[src/rtl/jk_bank_arbiter.sv]
// Arbitrated JK storage bank. Grants one requester per cycle and applies its J/K command to the addressed cell on the next edge.
// Grant lands one cycle after the request; Q and upd update one cycle after that. Requesters hold req until gnt; JK_ARB_FIXED_PRIO_EN selects fixed priority.
module jk_bank_arbiter #(
  parameter int N_REQ = 4,
  parameter int WIDTH = 8,
  parameter int AW    = 3
) (
  input  logic                  clk,
  input  logic                  rst,
  input  logic [N_REQ-1:0]      req,
  input  logic [N_REQ-1:0]      J,
  input  logic [N_REQ-1:0]      K,
  input  logic [N_REQ*AW-1:0]   addr,
  output logic [N_REQ-1:0]      gnt,
  output logic                  upd,
  output logic [AW-1:0]         upd_addr,
  output logic [WIDTH-1:0]      Q,
  output logic [WIDTH-1:0]      Qm
);

  localparam int PW = (N_REQ > 1) ? $clog2(N_REQ) : 1;

  logic [N_REQ-1:0] r_gnt;
  logic [N_REQ-1:0] w_elig;
  logic [N_REQ-1:0] w_gnt_nxt;
  logic             w_found;
  logic [PW-1:0]    w_win;

  logic             w_sel_j;
  logic             w_sel_k;
  logic [AW-1:0]    w_sel_addr;

  logic             r_cmd_vld;
  logic             r_cmd_j;
  logic             r_cmd_k;
  logic [AW-1:0]    r_cmd_addr;

  logic             r_upd;
  logic [AW-1:0]    r_upd_addr;
  logic [WIDTH-1:0] r_q;
  logic [WIDTH-1:0] w_q_nxt;

  // Last cycle's winner sits out one cycle so its next command is never taken early.
  assign w_elig = req & ~r_gnt;

`ifdef JK_ARB_FIXED_PRIO_EN
  always_comb begin
    w_found = 1'b0;
    w_win   = '0;
    for (int i = N_REQ - 1; i >= 0; i--) begin
      if (w_elig[i]) begin
        w_found = 1'b1;
        w_win   = PW'(i);
      end
    end
  end
`else
  logic [PW-1:0] r_ptr;

  always_comb begin
    logic [PW:0]   v_sum;
    logic [PW-1:0] v_idx;
    w_found = 1'b0;
    w_win   = '0;
    v_sum   = '0;
    v_idx   = '0;
    for (int off = 0; off < N_REQ; off++) begin
      v_sum = {1'b0, r_ptr} + (PW+1)'(off);
      if (v_sum >= (PW+1)'(N_REQ)) begin
        v_sum = v_sum - (PW+1)'(N_REQ);
      end
      v_idx = v_sum[PW-1:0];
      if (!w_found && w_elig[v_idx]) begin
        w_found = 1'b1;
        w_win   = v_idx;
      end
    end
  end

  always_ff @(posedge clk) begin
    if (rst) begin
      r_ptr <= '0;
    end else if (w_found) begin
      r_ptr <= (w_win == PW'(N_REQ - 1)) ? '0 : w_win + 1'b1;
    end
  end
`endif

  assign w_gnt_nxt = w_found ? (N_REQ'(1) << w_win) : '0;

  always_comb begin
    w_sel_j    = 1'b0;
    w_sel_k    = 1'b0;
    w_sel_addr = '0;
    for (int i = 0; i < N_REQ; i++) begin
      if (w_gnt_nxt[i]) begin
        w_sel_j    = J[i];
        w_sel_k    = K[i];
        w_sel_addr = addr[i*AW +: AW];
      end
    end
  end

  // Out-of-range addresses match no cell, so the bank simply holds.
  always_comb begin
    w_q_nxt = r_q;
    for (int b = 0; b < WIDTH; b++) begin
      if (r_cmd_vld && (r_cmd_addr == AW'(b))) begin
        case ({r_cmd_j, r_cmd_k})
          2'b10:   w_q_nxt[b] = 1'b1;
          2'b01:   w_q_nxt[b] = 1'b0;
          2'b11:   w_q_nxt[b] = ~r_q[b];
          default: w_q_nxt[b] = r_q[b];
        endcase
      end
    end
  end

  always_ff @(posedge clk) begin
    if (rst) begin
      r_gnt      <= '0;
      r_cmd_vld  <= 1'b0;
      r_cmd_j    <= 1'b0;
      r_cmd_k    <= 1'b0;
      r_cmd_addr <= '0;
      r_upd      <= 1'b0;
      r_upd_addr <= '0;
      r_q        <= '0;
    end else begin
      r_gnt     <= w_gnt_nxt;
      r_cmd_vld <= w_found;
      if (w_found) begin
        r_cmd_j    <= w_sel_j;
        r_cmd_k    <= w_sel_k;
        r_cmd_addr <= w_sel_addr;
      end
      r_upd <= r_cmd_vld;
      if (r_cmd_vld) begin
        r_upd_addr <= r_cmd_addr;
      end
      r_q <= w_q_nxt;
    end
  end

  assign gnt      = r_gnt;
  assign upd      = r_upd;
  assign upd_addr = r_upd_addr;
  assign Q        = r_q;
  assign Qm       = ~r_q;

endmodule

[config.mk]
export PLATFORM = sky130hd
export DESIGN_NAME = jk_bank_arbiter
export DESIGN_NICKNAME = d
export VERILOG_FILES = /design/src/rtl/jk_bank_arbiter.sv
export SDC_FILE = /design/constraint.sdc
export NUM_CORES = 1
export LEC_CHECK = 0
export ABC_CLOCK_PERIOD_IN_PS = 2900
export CAP_MARGIN = 20
export CORE_ASPECT_RATIO = 1.4
export CORE_MARGIN = 1
export CORE_UTILIZATION = 43
export DETAILED_ROUTE_END_ITERATION = 8
export PLACE_DENSITY = 0.89
export SYNTH_ARGS = -nofsm -noshare
export SYNTH_HDL_FRONTEND = slang
export SYNTH_SLANG_ARGS = --single-unit
[constraint.sdc]
create_clock -name clk -period 2.9 [get_ports clk]
set_clock_uncertainty 0.1 [all_clocks]
set_input_delay 0.435 -clock clk [delete_from_list [all_inputs] [get_ports clk]]
set_output_delay 0.435 -clock clk [all_outputs]
set_load 0.05 [all_outputs]
# ---- Yosys cells after proc, flatten, opt, wreduce, memory -nomap -nowiden
# Cells that the tools add are included.
# Widths: inputs -> output; s select.
dict set report word_totals {
  regBits 24
  input_bits 26
}
dict set report op_classes {
  add_sub_neg 8
  order_cmp 8
  n_eq_ne 11
  shifts 1
  mux 42
  bitwise_logic 11
  reduce_logical 24
}
# op count
set ops {}
lappend ops {{$pmux 1 s3} 8}
lappend ops {{$mux 2} 9}
lappend ops {{$mux 1} 16}
lappend ops {{$reduce_and 2->1} 8}
lappend ops {{$eq 3x3->1 const B} 4}
lappend ops {{$lt 2x3->1 const B} 4}
lappend ops {{$mux 3} 4}
lappend ops {{$logic_and 1x1->1} 11}
lappend ops {{$ge 3x3->1 const B} 3}
lappend ops {{$bmux 1 s2} 4}
lappend ops {{$not 1->1} 8}
lappend ops {{$not 8->8} 1}
lappend ops {{$sub 2x1->2 const B} 4}
lappend ops {{$add 2x2->3 const B} 2}
lappend ops {{$eq 2x2->1 const B} 3}
lappend ops {{$eq 3x2->1 const B} 2}
lappend ops {{$and 4x4->4} 1}
lappend ops {{$mux 4} 1}
lappend ops {{$not 4->4} 1}
lappend ops {{$shl 1x2->4 const A} 1}
lappend ops {{$add 2x1->3 const B} 1}
lappend ops {{$eq 3x1->1 const B} 1}
lappend ops {{$ge 2x3->1 const B} 1}
lappend ops {{$logic_not 1->1} 3}
lappend ops {{other kinds (4)} 4}

# ---- Longest topological paths before layout
# Gate-level depths: netlist (run 1).
dict set report depth {
  ltp_word 20
  ltp_mapped 10
  mapped_depth_nobuf 9
}

# ---- Worst setup path before layout (run 1)
# No wires, ideal clock.
dict set report synth_path {
  path_kind {flip-flop to flip-flop}
  from {register r_gnt[1], in the netlist gnt[1]}
  to {register r_cmd_addr[0]}
  setup_time_ns 0.073
  arrival_time_ns 2.248
  required_ns 2.727
  slack_ns 0.479
  path_stages_with_launch 11
  path_buffers 2
  period_less_slack_ns 2.421
  path_cell_list {dfxtp_1 -> nor2b_4 -> nand4bb_2 -> clkbuf_2 -> and3_1 -> ha_1 -> buf_6 -> nand3b_1 -> a221oi_1 -> a211oi_2 -> nor3_2}
}
dict set report synth_between {
  elab_chain_len 20
}
# element line_no
set synth_rtl {}
lappend synth_rtl {{start, declared} 23} ;# logic [N_REQ-1:0] r_gnt;
lappend synth_rtl {{start signal, assigned} 130} ;# r_gnt <= w_gnt_nxt;
lappend synth_rtl {{$not 4->4 *} 44} ;# assign w_elig = req & ~r_gnt;
lappend synth_rtl {{$and 4x4->4 *} 44}
lappend synth_rtl {{$bmux 1 s2} 73} ;# if (!w_found && w_elig[v_idx]) begin
lappend synth_rtl {{$mux 1 (implied by the code)} 73}
lappend synth_rtl {{$mux 1} 73}
lappend synth_rtl {{$logic_not 1->1} 73}
lappend synth_rtl {{$logic_and 1x1->1} 73}
lappend synth_rtl {{$mux 1} 73}
lappend synth_rtl {{$logic_not 1->1} 73}
lappend synth_rtl {{$logic_and 1x1->1} 73}
lappend synth_rtl {{$mux 1} 73}
lappend synth_rtl {{$logic_not 1->1} 73}
lappend synth_rtl {{$logic_and 1x1->1} 73}
lappend synth_rtl {{$mux 2} 73}
lappend synth_rtl {{$shl 1x2->4} 89} ;# assign w_gnt_nxt = w_found ? (N_REQ'(1) << w_win) : '0;
lappend synth_rtl {{$mux 4} 89}
lappend synth_rtl {{$mux 3 (4 in a row)} 96} ;# if (w_gnt_nxt[i]) begin
lappend synth_rtl {{end signal, assigned} 135} ;# r_cmd_addr <= w_sel_addr;
lappend synth_rtl {{end, declared} 36} ;# logic [AW-1:0] r_cmd_addr;
# Every way passes the cells marked *; elsewhere a longest branch is shown, timed or not. The select of a mux whose other input is x is not followed.
# A chain may end at the register's enable or synchronous reset.

# ---- Worst setup path after layout (run 1)
dict set report layout_path {
  from {input port req[1]}
  to {register r_cmd_k}
}
dict set report layout_between {
  elab_chain_len 19
}
# element line_no
set layout_rtl {}
lappend layout_rtl {{start, declared} 10} ;# input logic [N_REQ-1:0] req,
lappend layout_rtl {{$and 4x4->4 *} 44}
lappend layout_rtl {{$bmux 1 s2} 73}
lappend layout_rtl {{$mux 1 (implied by the code)} 73}
lappend layout_rtl {{$mux 1} 73}
lappend layout_rtl {{$logic_not 1->1} 73}
lappend layout_rtl {{$logic_and 1x1->1} 73}
lappend layout_rtl {{$mux 1} 73}
lappend layout_rtl {{$logic_not 1->1} 73}
lappend layout_rtl {{$logic_and 1x1->1} 73}
lappend layout_rtl {{$mux 1} 73}
lappend layout_rtl {{$logic_not 1->1} 73}
lappend layout_rtl {{$logic_and 1x1->1} 73}
lappend layout_rtl {{$mux 2} 73}
lappend layout_rtl {{$shl 1x2->4} 89}
lappend layout_rtl {{$mux 4} 89}
lappend layout_rtl {{$mux 1 (4 in a row)} 96}
lappend layout_rtl {{end signal, assigned} 134} ;# r_cmd_k <= w_sel_k;
lappend layout_rtl {{end, declared} 35} ;# logic r_cmd_k;
# Marked as above.

==> summary.md, run 1 <==
| Metric | Value |
|---|---|
| Routed vias | `1,233` |
| CP Launch Type | `input pin` |
| FP Rows | `23` |
| Setup TNS | `0 ns` |
| Nets | `229` |
| Total GRT Usage | `20.2%` |
| Fraction of registers with async set/reset | `0%` |
| Syn nets | `184` |
| Synth top area share | `37.1%` |
| Critical path type | `in2reg` |
| Final hold vios | `0` |
| Crit-path cells | `clkdlybuf4s50_1 > nor2b_4 > o22ai_1 > o21ai_0 > and3_1 > ha_1 > a21oi_1 > a221oi_1 > a211oi_1 > nor3_1` |
| MaxCap Viol Count | `0` |
| H-tree Lvls | `1` |
| Pin count of the biggest net entering global routing | `21` |
| Fmax | `380 MHz` |
| Synth Register Bits | `24` |
| Crit Reg-Reg Startpoint | `gnt[1]$_SDFF_PP0_` |
| Final WS setup | `0.269 ns` |
| Synth Instances | `154` |
| Warnings, synthesis | `0` |
| Bufs and invs on worst path | `1` |
| Max clock buf depth | `2` |
| Leakage power | `0.675 nW` |
| First-pass GRT wire length | `4950 um` |
| Crit path capture type | `flip-flop` |
| Worst slack at placement | `0.00818 ns` |
| Run status | `complete, no violations` |
| Tmin final | `2.63 ns` |
| DP Wirelength | `2260 um` |
| Core area | `2880 um2` |
| GRT overflow | `0` |
| CP required | `2.98 ns` |
| Post-Syn Area per Cell | `8.41 um2` |
| Clock transition at the registers of the reported paths | `0.08 ns` |
| CTS tree | `built` |
| Overall die height | `66.9 um` |
| Via density | `5.25` |
| Crit path launch | `req[1]` |
| Pwr/cell area | `810 nW/um2` |
| # fillers | `267` |
| WL per Instance | `12.7 um` |
| CP peak stage delay | `0.45 ns` |
| Worst hold slack | `0.378 ns` |
| # diodes | `0` |
| Final period utilization | `90.7%` |
| HP Start | `upd_addr[2]$_SDFFE_PP0P_` |
| Top cell family by delay on the critical path | `compound AO/OA/AOI/OAI gates` |
| Critical-path top delay cell | `clkdlybuf4s50_1` |
| Number of setup violations in the final report | `0` |
| Routability cong. | `0.825` |
| Total iterations of the first detailed-routing run | `4` |
| Area leader, netlist | `dfxtp_1` |
| Drc violations | `0` |
| Synth unique cells | `36` |
| Routed Antenna Nets | `0` |
| Setup Buffers After CTS | `0` |
| R2R setup slack | `0.57 ns` |
| Antenna violations before repair | `0` |
| Clock latency on the worst-skew pair | `0.26 ns` |
| Worst-path maximum fanout | `11` |
| Area grow syn2layout | `41.5%` |
| Slew headroom | `44.9%` |
| Final WL | `3000 um` |
| Netlist Area Pre-Place | `1290 um2` |
| # clock sinks | `24` |
| VDD IR max | `0.466 mV` |
| Die area | `3240 um2` |
| Crit path DAT | `2.71 ns` |
| Slew @ Worst Pin | `0.824 ns` |
| PortBufs | `49` |
| # resized after CTS | `0` |
| Hold crit path type | `reg2reg` |
| Vias in the first global route | `1,155` |
| Number of buffers created by CTS | `3` |
| RSZ-0062 raised after global routing | `no` |
| Initial Util | `45.0%` |
| Hold Buf Count CTS | `0` |
| CTS Root Buffer Type | `clkbuf_8` |
| Layout cells sized above 1 | `6.57%` |
| DR iter-0 viols | `29` |
| Primary FF master, synth | `dfxtp_1` |
| Synth top area cells | `dfxtp_1 (37%), a21oi_1 (5.8%), nor2_1 (4.6%)` |
| Seq/Total Area, Yosys | `37.1%` |
| Number of enable flip-flop cells after synthesis | `0` |
| Ports | `50` |
| Final Max Slew Viols | `0` |
| Die W | `48.4 um` |
[cell usage in the layout, fill, tap and decap left out, types with 3 or more instances in the layout]
master,synthesis,routed
a211oi_1,4,4
a21oi_1,15,15
a221oi_1,5,5
and2_1,5,5
clkbuf_8,0,4
clkdlybuf4s50_1,0,49
dfxtp_1,24,24
ha_1,4,4
inv_1,14,14
nand2_1,8,8
nand2b_1,4,4
nand3b_1,6,6
nor2_1,16,16
nor3_1,8,8
o21ai_0,3,3
[path summary, 6_finish.rpt]
kind / to / depth (start not counted)
worst min register to register: upd_addr[2]$_SDFFE_PP0P_ / 2
worst min-delay path: upd_addr[2]$_SDFFE_PP0P_ / 2
worst max-delay path: r_cmd_k$_SDFFE_PP0P_ / 10
worst max register to register: r_cmd_k$_SDFFE_PP0P_ / 9
[cells in the mapped netlist (2+ instances only)]
cell type  count
or3_1          2
nor2b_4        2
o22ai_1        2
a31oi_1        2
o31ai_1        2
and2_1         5
nand2b_4       2
a221oi_1       5
a211oi_1       4
dfxtp_1       24
buf_6          2
buf_2          6
nand2_1        8
a21oi_1       15
nor3_1         8
nand3_1        2
nor2_1        16
nand3b_1       6
nand2b_1       4
a311oi_1       2
ha_1           4
o21ai_0        3
mux2i_1        2
inv_1         14
[worst register-to-register path: cells and delay by family (launching register included)]
family / cells / cell delay [ns]
AO/OA/AOI/OAI: 5 / 0.90
adder cells (fa/ha/maj): 1 / 0.34
flip-flops: 1 / 0.34
AND/OR/NAND/NOR: 3 / 0.58
[power breakdown]
group / total (mW) / leakage [nW] / switching [mW] / internal, mW
logic: 0.756 / 0.449 / 0.431 / 0.325
clock network: 0.223 / 0.0288 / 0.102 / 0.121
registers: 0.507 / 0.197 / 0.0989 / 0.408
[layer usage]
metal  track usage (%)  vias up  wire length [um]
li1                  -      623                 -
met1              20.8      559              1160
met2              38.4       44              1660
met3              1.83        7                92
met4              14.0        0                86
met5                 0        -                 0
[cells by family after synthesis]
family	count (synthesis)	synth area share, %
AO/OA/AOI/OAI	39	20.0
buffers and inverters	24	8.79
AND/OR/NAND/NOR	61	28.7
flip-flops	24	37.1
multiplexers	2	1.55
adder cells (fa/ha/maj)	4	3.86
[area by class of cell]
class / instances / area [um2] / share of cell area (%)
clock buffer: 4 / 55.1 / 3.00
multi-input combinational: 106 / 701 / 38.2
timing repair buffer: 50 / 498 / 27.2
inverter: 14 / 52.6 / 2.87
tap: 37 / 46.3 / 2.53
sequential: 24 / 480 / 26.2
[stage by stage]
stage,instance area (um2),total power [mW],util (%),std cells
final,1830,1.49,63.7,235
after floorplan,1290,1.08,-,154
after global routing,1830,1.58,63.7,235
after global placement,1780,1.23,61.8,231
after CTS,1830,1.48,63.7,235
after detailed placement,1780,1.26,61.8,231
[state kept, by name, indices dropped and copies added (netlist names)]
signal	cells
r_cmd_addr	3
upd_addr	3
r_cmd_k	1
r_ptr	2
upd	1
Q	8
r_cmd_vld	1
gnt	4
r_cmd_j	1
Power figures use the tool's default switching activity.
==> run 2, diff against run 1 <==
--- a/config.mk
+++ b/config.mk
@@ -8,7 +8,7 @@
 export ABC_CLOCK_PERIOD_IN_PS = 2900
 export CAP_MARGIN = 20
 export CORE_ASPECT_RATIO = 1.4
-export CORE_MARGIN = 1
+export CORE_MARGIN = 3
 export CORE_UTILIZATION = 43
 export DETAILED_ROUTE_END_ITERATION = 8
 export PLACE_DENSITY = 0.89
==> summary.md, run 2 (synthesis results as in run 1) <==
| Metric | Value |
|---|---|
| Setup Buffers After CTS | `0` |
| Bufs and invs on worst path | `1` |
| CTS tree | `built` |
| Slew headroom | `47.8%` |
| Leakage power | `0.674 nW` |
| Core area | `2750 um2` |
| Max clock buf depth | `2` |
| DP Wirelength | `2370 um` |
| Crit-path cells | `clkdlybuf4s50_1 > nor2b_4 > o22ai_1 > o21ai_0 > and3_1 > ha_1 > a21oi_1 > a221oi_1 > a211oi_1 > nor3_1` |
| Total iterations of the first detailed-routing run | `4` |
| Setup TNS | `0 ns` |
| VDD IR max | `0.522 mV` |
| Total GRT Usage | `16.6%` |
| Antenna violations before repair | `0` |
| Most frequent cells in the layout | `clkdlybuf4s50_1 (49), dfxtp_1 (24), nor2_1 (16), a21oi_1 (15), inv_1 (14)` |
| Routed vias | `1,251` |
| Nets | `229` |
| RSZ-0062 raised after global routing | `no` |
| Via density | `5.35` |
| Final hold vios | `0` |
| Design Area, Final | `1830 um2` |
| Top cell family by delay on the critical path | `compound AO/OA/AOI/OAI gates` |
| PortBufs | `49` |
| CP peak stage delay | `0.46 ns` |
| Critical path type | `in2reg` |
| Total power | `1.49 mW` |
| CP required | `3.03 ns` |
| Worst slack at placement | `0.0686 ns` |
| Clock latency on the worst-skew pair | `0.30 ns` |
| Area grow syn2layout | `41.3%` |
| Vias in the first global route | `1,185` |
| Placed instance area | `1780 um2` |
| Routed Antenna Nets | `0` |
| Die W | `52.4 um` |
| Critical-path top delay cell | `clkdlybuf4s50_1` |
| Number of buffers created by CTS | `3` |
| Slew @ Worst Pin | `0.780 ns` |
| Hold crit path type | `reg2reg` |
| Die area | `3720 um2` |
| # diodes | `0` |
| CTS Root Buffer Type | `clkbuf_4` |
| Drc violations | `0` |
| Final Max Slew Viols | `0` |
| Routability cong. | `0.866` |
| GRT overflow | `0` |
| First-pass GRT wire length | `4930 um` |
| Pin count of the biggest net entering global routing | `21` |
| DR iter-0 viols | `34` |
| Worst-path maximum fanout | `11` |
| Leading cell type in the layout, fill and taps excluded | `clkdlybuf4s50_1` |
| H-tree Lvls | `1` |
| # clock sinks | `24` |
| Number of setup violations in the final report | `0` |
| # resized after CTS | `0` |
| WL per Instance | `12.5 um` |
| Ports | `50` |
| Max reg flops | `8` |
| Fmax | `392 MHz` |
| Layout cells sized above 1 | `6.57%` |
| Final WL | `2940 um` |
| Final WS setup | `0.349 ns` |
| # fillers | `220` |
| Crit path capture type | `flip-flop` |
| CP Launch Type | `input pin` |
| Final period utilization | `88.0%` |
| Run status | `complete, no violations` |
| Tmin final | `2.55 ns` |
| MaxCap Viol Count | `0` |
| Initial Util | `47.0%` |
| Clock transition at the registers of the reported paths | `0.13 ns` |
| Pwr/cell area | `813 nW/um2` |
| Hold Buf Count CTS | `0` |
| Overall die height | `70.9 um` |
| Crit path DAT | `2.68 ns` |
| FP Rows | `22` |
## run 2: final timing paths
| kind | end | slack (ns) | startpoint | cells after the start |
|---|---|---|---|---|
| hold reg to reg | upd_addr[2]$_SDFFE_PP0P_ | 0.39 | upd_addr[2]$_SDFFE_PP0P_ | 2 |
| setup reg to reg | r_cmd_j$_SDFFE_PP0P_ | 0.60 | gnt[1]$_SDFF_PP0_ | 9 |
| hold / removal | upd_addr[2]$_SDFFE_PP0P_ | 0.39 | upd_addr[2]$_SDFFE_PP0P_ | 2 |
| setup / recovery | r_cmd_j$_SDFFE_PP0P_ | 0.35 | req[1] | 10 |
## run 2: report_power, final
part / switching (mW) / internal (mW)
combinational: 0.423 / 0.324
clock: 0.0983 / 0.139
sequential: 0.0957 / 0.407
total: 0.617 / 0.871
## run 2: metal layers
metal / wire (um) / part of all wire [%] / vias up / GRT usage [%]
met5: 0 / 0 / - / 0
met4: 21 / 0.72 / 0 / 4.26
met3: 170 / 5.8 / 2 / 2.95
met2: 1620 / 55 / 47 / 30.0
met1: 1120 / 38 / 574 / 19.4
li1: - / - / 628 / -
## run 2: tightest hold or removal path: stages, from the launching register on
cell and delay (ns):
dfxtp_1 0.34, nand2b_1 0.06, a21oi_1 0.06
## run 2: area by class of cell
class | instances | area [um2] | share of cell area (%)
Multi-Input combinational cell | 106 | 701 | 38.3
Timing Repair Buffer | 50 | 498 | 27.2
Sequential cell | 24 | 480 | 26.3
Inverter | 14 | 52.6 | 2.87
Tap cell | 36 | 45.0 | 2.46
Clock inverter | 1 | 30.0 | 1.64
Clock buffer | 3 | 22.5 | 1.23
## run 2: through the flow
| step | hold WS [ns] | utilization (%) | std cells |
|---|---|---|---|
| after global routing | 0.429 | 66.5 | 234 |
| after floorplan | 0.379 | - | 154 |
| after detailed placement | 0.377 | 64.5 | 230 |
| final | 0.391 | 66.5 | 234 |
| after CTS | 0.397 | 66.5 | 234 |
| after global placement | 0.366 | 64.5 | 230 |
==> run 3, diff against run 2 <==
--- a/config.mk
+++ b/config.mk
@@ -5,11 +5,12 @@
 export SDC_FILE = /design/constraint.sdc
 export NUM_CORES = 1
 export LEC_CHECK = 0
+export ABC_AREA = 1
 export ABC_CLOCK_PERIOD_IN_PS = 2900
 export CAP_MARGIN = 20
-export CORE_ASPECT_RATIO = 1.4
+export CORE_ASPECT_RATIO = 0.8
 export CORE_MARGIN = 3
-export CORE_UTILIZATION = 43
+export CORE_UTILIZATION = 44
 export DETAILED_ROUTE_END_ITERATION = 8
 export PLACE_DENSITY = 0.89
 export SYNTH_ARGS = -nofsm -noshare
==> summary.md, run 3 <==
| Metric | Value |
|---|---|
| Worst slack at placement | `-0.00403 ns` |
| Syn nets | `224` |
| Switching power | `1.09 mW` |
| Area grow syn2layout | `40.9%` |
| Clock transition at the registers of the reported paths | `0.08 ns` |
| H-tree Lvls | `1` |
| Die area | `3910 um2` |
| # diodes | `0` |
| Pwr/cell area | `1070 nW/um2` |
| MaxCap Viol Count | `0` |
| Fraction of registers with async set/reset | `0%` |
| Layout cells sized above 1 | `9.43%` |
| CTS Root Buffer Type | `clkbuf_8` |
| Antenna violations before repair | `0` |
| Synth Instances | `194` |
| Most frequent cells in the layout | `clkdlybuf4s50_1 (49), nand3_1 (33), inv_1 (29), nand2_1 (25), dfxtp_1 (24)` |
| Top post-synthesis cells by count | `nand3_1 (33), inv_1 (29), nand2_1 (25), dfxtp_1 (24), nor2_1 (20)` |
| Max clock buf depth | `2` |
| Clock power share | `10.7%` |
| CP Launch Type | `input pin` |
| Synth top area cells | `dfxtp_1 (34%), nand3_1 (12%), inv_1 (7.7%)` |
| Run status | `complete, no violations` |
| Leakage power | `0.824 nW` |
| Number of enable flip-flop cells after synthesis | `0` |
| Core area | `2890 um2` |
| Crit path capture type | `flip-flop` |
| Worst-path maximum fanout | `4` |
| Synth unique cells | `25` |
| Tmin final | `2.56 ns` |
| Slew headroom | `65.2%` |
| Total iterations of the first detailed-routing run | `5` |
| Critical path type | `in2reg` |
| Warnings, synthesis | `0` |
| Slew @ Worst Pin | `0.521 ns` |
| Final hold vios | `0` |
| GRT overflow | `0` |
| First-pass GRT wire length | `5850 um` |
| Max reg flops | `8` |
| Overall die height | `56.5 um` |
| Synth top area share | `34.2%` |
| Comb pwr share | `66.7%` |
| PortBufs | `49` |
| FP Rows | `17` |
| Pin count of the biggest net entering global routing | `18` |
| Initial Util | `48.6%` |
| Final period utilization | `88.3%` |
| DR iter-0 viols | `119` |
| Fmax | `390 MHz` |
| Area leader, netlist | `dfxtp_1` |
| Hold crit path type | `reg2reg` |
| Ports | `50` |
| Vias in the first global route | `1,296` |
| Drc violations | `0` |
| Placed cells | `278` |
| Clock latency on the worst-skew pair | `0.27 ns` |
| Final cell count without fillers | `282` |
| Power share of the sequential group | `22.6%` |
| Synth Register Bits | `24` |
| WL per Instance | `12.5 um` |
| CTS tree | `built` |
| Number of setup violations in the final report | `0` |
| Top-count cell post-synth | `nand3_1` |
| Die W | `69.2 um` |
| Routability cong. | `0.822` |
| Internal | `1.02 mW` |
| Routed Antenna Nets | `0` |
| Post-Syn Area per Cell | `7.24 um2` |
| Final WL | `3520 um` |
| Total GRT Usage | `18.3%` |
| CP required | `3.01 ns` |
| # clock sinks | `24` |
| DP Wirelength | `2820 um` |
| Crit path DAT | `2.68 ns` |
| Final WS setup | `0.338 ns` |
| Primary FF master, synth | `dfxtp_1` |
| Final Max Slew Viols | `0` |
| Leading cell type in the layout, fill and taps excluded | `clkdlybuf4s50_1` |
| Setup Buffers After CTS | `0` |
| RSZ-0062 raised after global routing | `no` |
| Routed vias | `1,519` |
| VDD IR max | `0.692 mV` |
| Nets | `275` |
| Netlist Area Pre-Place | `1410 um2` |
| Via density | `5.39` |
| Seq/Total Area, Yosys | `34.2%` |
| Number of buffers created by CTS | `3` |
| Net Sw Frac | `51.5%` |
| Fin util | `68.4%` |
==> run 3: final cells by class <==
cell class,instances,area (um2)
Clock buffer,4,55.1
Fill cell,254,913
Inverter,31,119
Multi-Input combinational cell,135,779
Sequential cell,24,480
Tap cell,38,47.5
Timing Repair Buffer,50,498
==> run 3: cell families (layout without fill, tap and decap cells) <==
family | Yosys count | in the layout | synth area share, %
adders and majority gates | 4 | 4 | 3.56
and+or+nand+nor | 101 | 101 | 37.6
DFF | 24 | 24 | 34.2
AOI/OAI and AO/OA | 29 | 29 | 13.4
buffers and inverters | 35 | 85 | 10.6
xor gates and xnor gates | 1 | 1 | 0.623
==> run 3: worst max-delay path, stage by stage <==
cell	delay, ns
clkdlybuf4s50_1	0.43
nand3_1	0.14
nand3_1	0.11
nand2_2	0.12
inv_1	0.06
a21oi_1	0.16
nand4_1	0.14
o21ai_2	0.19
inv_1	0.08
ha_1	0.20
inv_1	0.17
nand3_1	0.17
nor2_1	0.14
nand2_1	0.06
nand3_1	0.06
==> run 3: per-layer routing <==
layer,up-vias,wire length [um],track usage (%)
li1,762,-,-
met1,691,1610,25.8
met2,62,1610,28.0
met3,4,242,2.86
met4,0,51,6.69
met5,-,0,0
==> run 3: power groups by stage <==
stage / combinational, mW / clock (mW) / sequential (mW)
final: 1.41 / 0.226 / 0.476
after global routing: 1.57 / 0.239 / 0.485
after floorplan: 0.985 / 0 / 0.579
after detailed placement: 1.39 / 0 / 0.482
after CTS: 1.40 / 0.227 / 0.475
after global placement: 1.36 / 0 / 0.479
==> run 3: per-stage QoR <==
stage / setup TNS, ns / hold WS (ns) / instance area [um2] / power, mW
2_1_floorplan: 0 / 0.341 / 1410 / 1.56
3_3_place_gp: 0 / 0.386 / 1920 / 1.84
3_5_place_dp: -0.00885 / 0.402 / 1920 / 1.87
4_1_cts: 0 / 0.418 / 1980 / 2.10
5_1_grt: 0 / 0.433 / 1980 / 2.30
6_report: 0 / 0.420 / 1980 / 2.11
==> run 3: path summary, 6_finish.rpt <==
check                              from              endpoint  slack (ns)  cells after the start
setup / recovery                 req[3]  r_cmd_j$_SDFFE_PP0P_        0.34                     15
hold / removal     r_cmd_k$_SDFFE_PP0P_     Q[7]$_SDFFE_PP0P_        0.42                      1
setup reg to reg  r_ptr[0]$_SDFFE_PP0P_  r_cmd_j$_SDFFE_PP0P_        0.37                     15
hold reg to reg    r_cmd_k$_SDFFE_PP0P_     Q[7]$_SDFFE_PP0P_        0.42                      1
==> run 3: repair_timing <==
action                     4_1_cts  5_1_grt
gates resized for setup          0        1
setup endpoints to repair        0        3
hold buffers                     0        0
==> RTL change (settings of run 1) <==
`WIDTH`: 8 -> 6.
--- a/src/rtl/jk_bank_arbiter.sv
+++ b/src/rtl/jk_bank_arbiter.sv
@@ -3,5 +3,5 @@
 module jk_bank_arbiter #(
   parameter int N_REQ = 4,
-  parameter int WIDTH = 8,
+  parameter int WIDTH = 6,
   parameter int AW    = 3
 ) (
Ports: changed (resized Q and Qm); port bits go from 50 to 46. No check against the original RTL was run, so the function may have changed too.
==> RTL change against run 1 <==
- setup slack got worse by 0.12 ns
- largest power group unchanged
- global-route usage rose by 2.5 points
- hold slack got worse by 0.00068 ns
- sequential share of layout area fell by 0.63 points
- via count fell by 3.6%
- clock power fell by 23%
- largest cell class unchanged
- core utilization rose by 0.78 points
- area after synthesis fell by 5.6%
- wire length rose by 2.1%
- power fell by 2.3%
- sequential cell count fell by 2
- highest routed layer unchanged
- design area fell by 6.1%
==> RTL change: results (changes against run 1) <==
status:
  run_status: "finished, final reports clean"  # unchanged
placement:
  pre_cts_ws_ns: -0.128  # was 0.00818 ns
  port_buffers: 45  # was 49
  postPlaceCellArea_um2: 1690  # was 1780 um2
  dp.final_hpwl_um: 2350  # was 2260 um
  gp_congestion: 0.897  # was 0.825
detailed_routing:
  met3_wirelength_um: 145  # was 92 um
  routed_wirelength_um: 3060  # was 3000 um
  dr.pass1.iters: 5  # was 4
  route.vias.total: 1189  # was 1,233
  wirelength_met1_um: 1150  # was 1160 um
  first_iter_violations: 41  # was 29
grt:
  grtUsageMet2: 0.413  # was 0.384
  pin_count_of_the_biggest_net_entering_global_routing: 19  # was 21
  grt_pass1_wl_um: 5090  # was 4950 um
  grt.met3_usage: 0.0195  # was 0.0183
  track_usage: 0.227  # was 0.202
  globalRouteMet1Util: 0.250  # was 0.208
  grt_pass1_vias: 1156  # was 1,155
critical_path:
  worst_ep_arrival_time_ns: 2.89  # was 2.71 ns
power_and_ir_drop:
  combPwrFrac: 0.553  # was 0.509
  vdd_drop_max_mv: 0.451  # was 0.466 mV
  post-layout-total-power_w: 0.00145  # was 0.00149 W
  clkPwrFrac: 0.118  # was 0.150
  sw_frac_of_total: 0.447  # was 0.425
  total_leakage_power_nw: 0.653  # was 0.675 nW
yosys:
  mean_cell_area_of_the_mapped_netlist_um2: 8.86  # was 8.41 um2
  ys_top_cells_by_count: "22 x dfxtp_1, 15 x a21oi_1, 13 x nor2_1"  # was 24 x dfxtp_1, 16 x nor2_1, 15 x a21oi_1
  post_synth_mux_area_share: 0.0164  # was 0.0155
  synth_top_cells_by_area: "dfxtp_1 36%, a21oi_1 6.1%, a211oi_2 5.1%, ha_1 4.1%, nor3_2 4.1%"  # was dfxtp_1 37%, a21oi_1 5.8%, nor2_1 4.6%, inv_1 4.1%, ha_1 3.9%
  mappedNetlistNets: 168  # was 184
  synthAdderAreaFrac: 0.0409  # was 0.0386
  synth_sequential_area_ratio: 0.360  # was 0.371
  netlist-cell-type-count: 37  # was 36
  synth-compound-area-share: 0.214  # was 0.200
clocking:
  cts_resized: 0  # unchanged
  clkTransAtPathRegs_ns: 0.12  # was 0.08 ns
  insertion_delay_ns: 0.31  # was 0.26 ns
  clk_root_buffer_cell: "clkbuf_4"  # was clkbuf_8
cells_and_area:
  layout.nets: 212  # was 229
  final_layout_size_suffix_gt1_frac: 0.122  # was 0.0657
  largest_register_ffs: 6  # was 8
sta:
  worst_slew_pin_slew_ns: 0.800  # was 0.824 ns
## RTL change: cells by family after synthesis
group | Yosys count
compound gates | 36
fa+ha+maj | 4
buf+inv | 20
flops | 22
mux | 2
simple gates | 54
## RTL change: worst paths after layout
path	from	endpoint	slack [ns]	depth (start not counted)
hold / removal	upd_addr[1]	upd_addr[1]	0.38	2
setup reg to reg	gnt[1]	r_cmd_addr[2]	0.42	9
hold reg to reg	upd_addr[1]	upd_addr[1]	0.38	2
setup / recovery	req[1]	r_cmd_addr[2]	0.15	10
## RTL change: layout make-up
class	count	area, um2
fill	230	948
multi-input combinational	96	689
timing repair buffer	47	465
sequential	22	440
inverter	12	45.0
tap	36	45.0
clock buffer	4	36.3
## RTL change: critical path: stages
cell and delay (ns):
clkdlybuf4s50_1 0.46, nor2b_2 0.29, o22ai_1 0.12, o21ai_1 0.26, and3_1 0.23, ha_1 0.33
a21oi_1 0.11, a221oi_1 0.41, a211oi_2 0.08, nor3_2 0.17
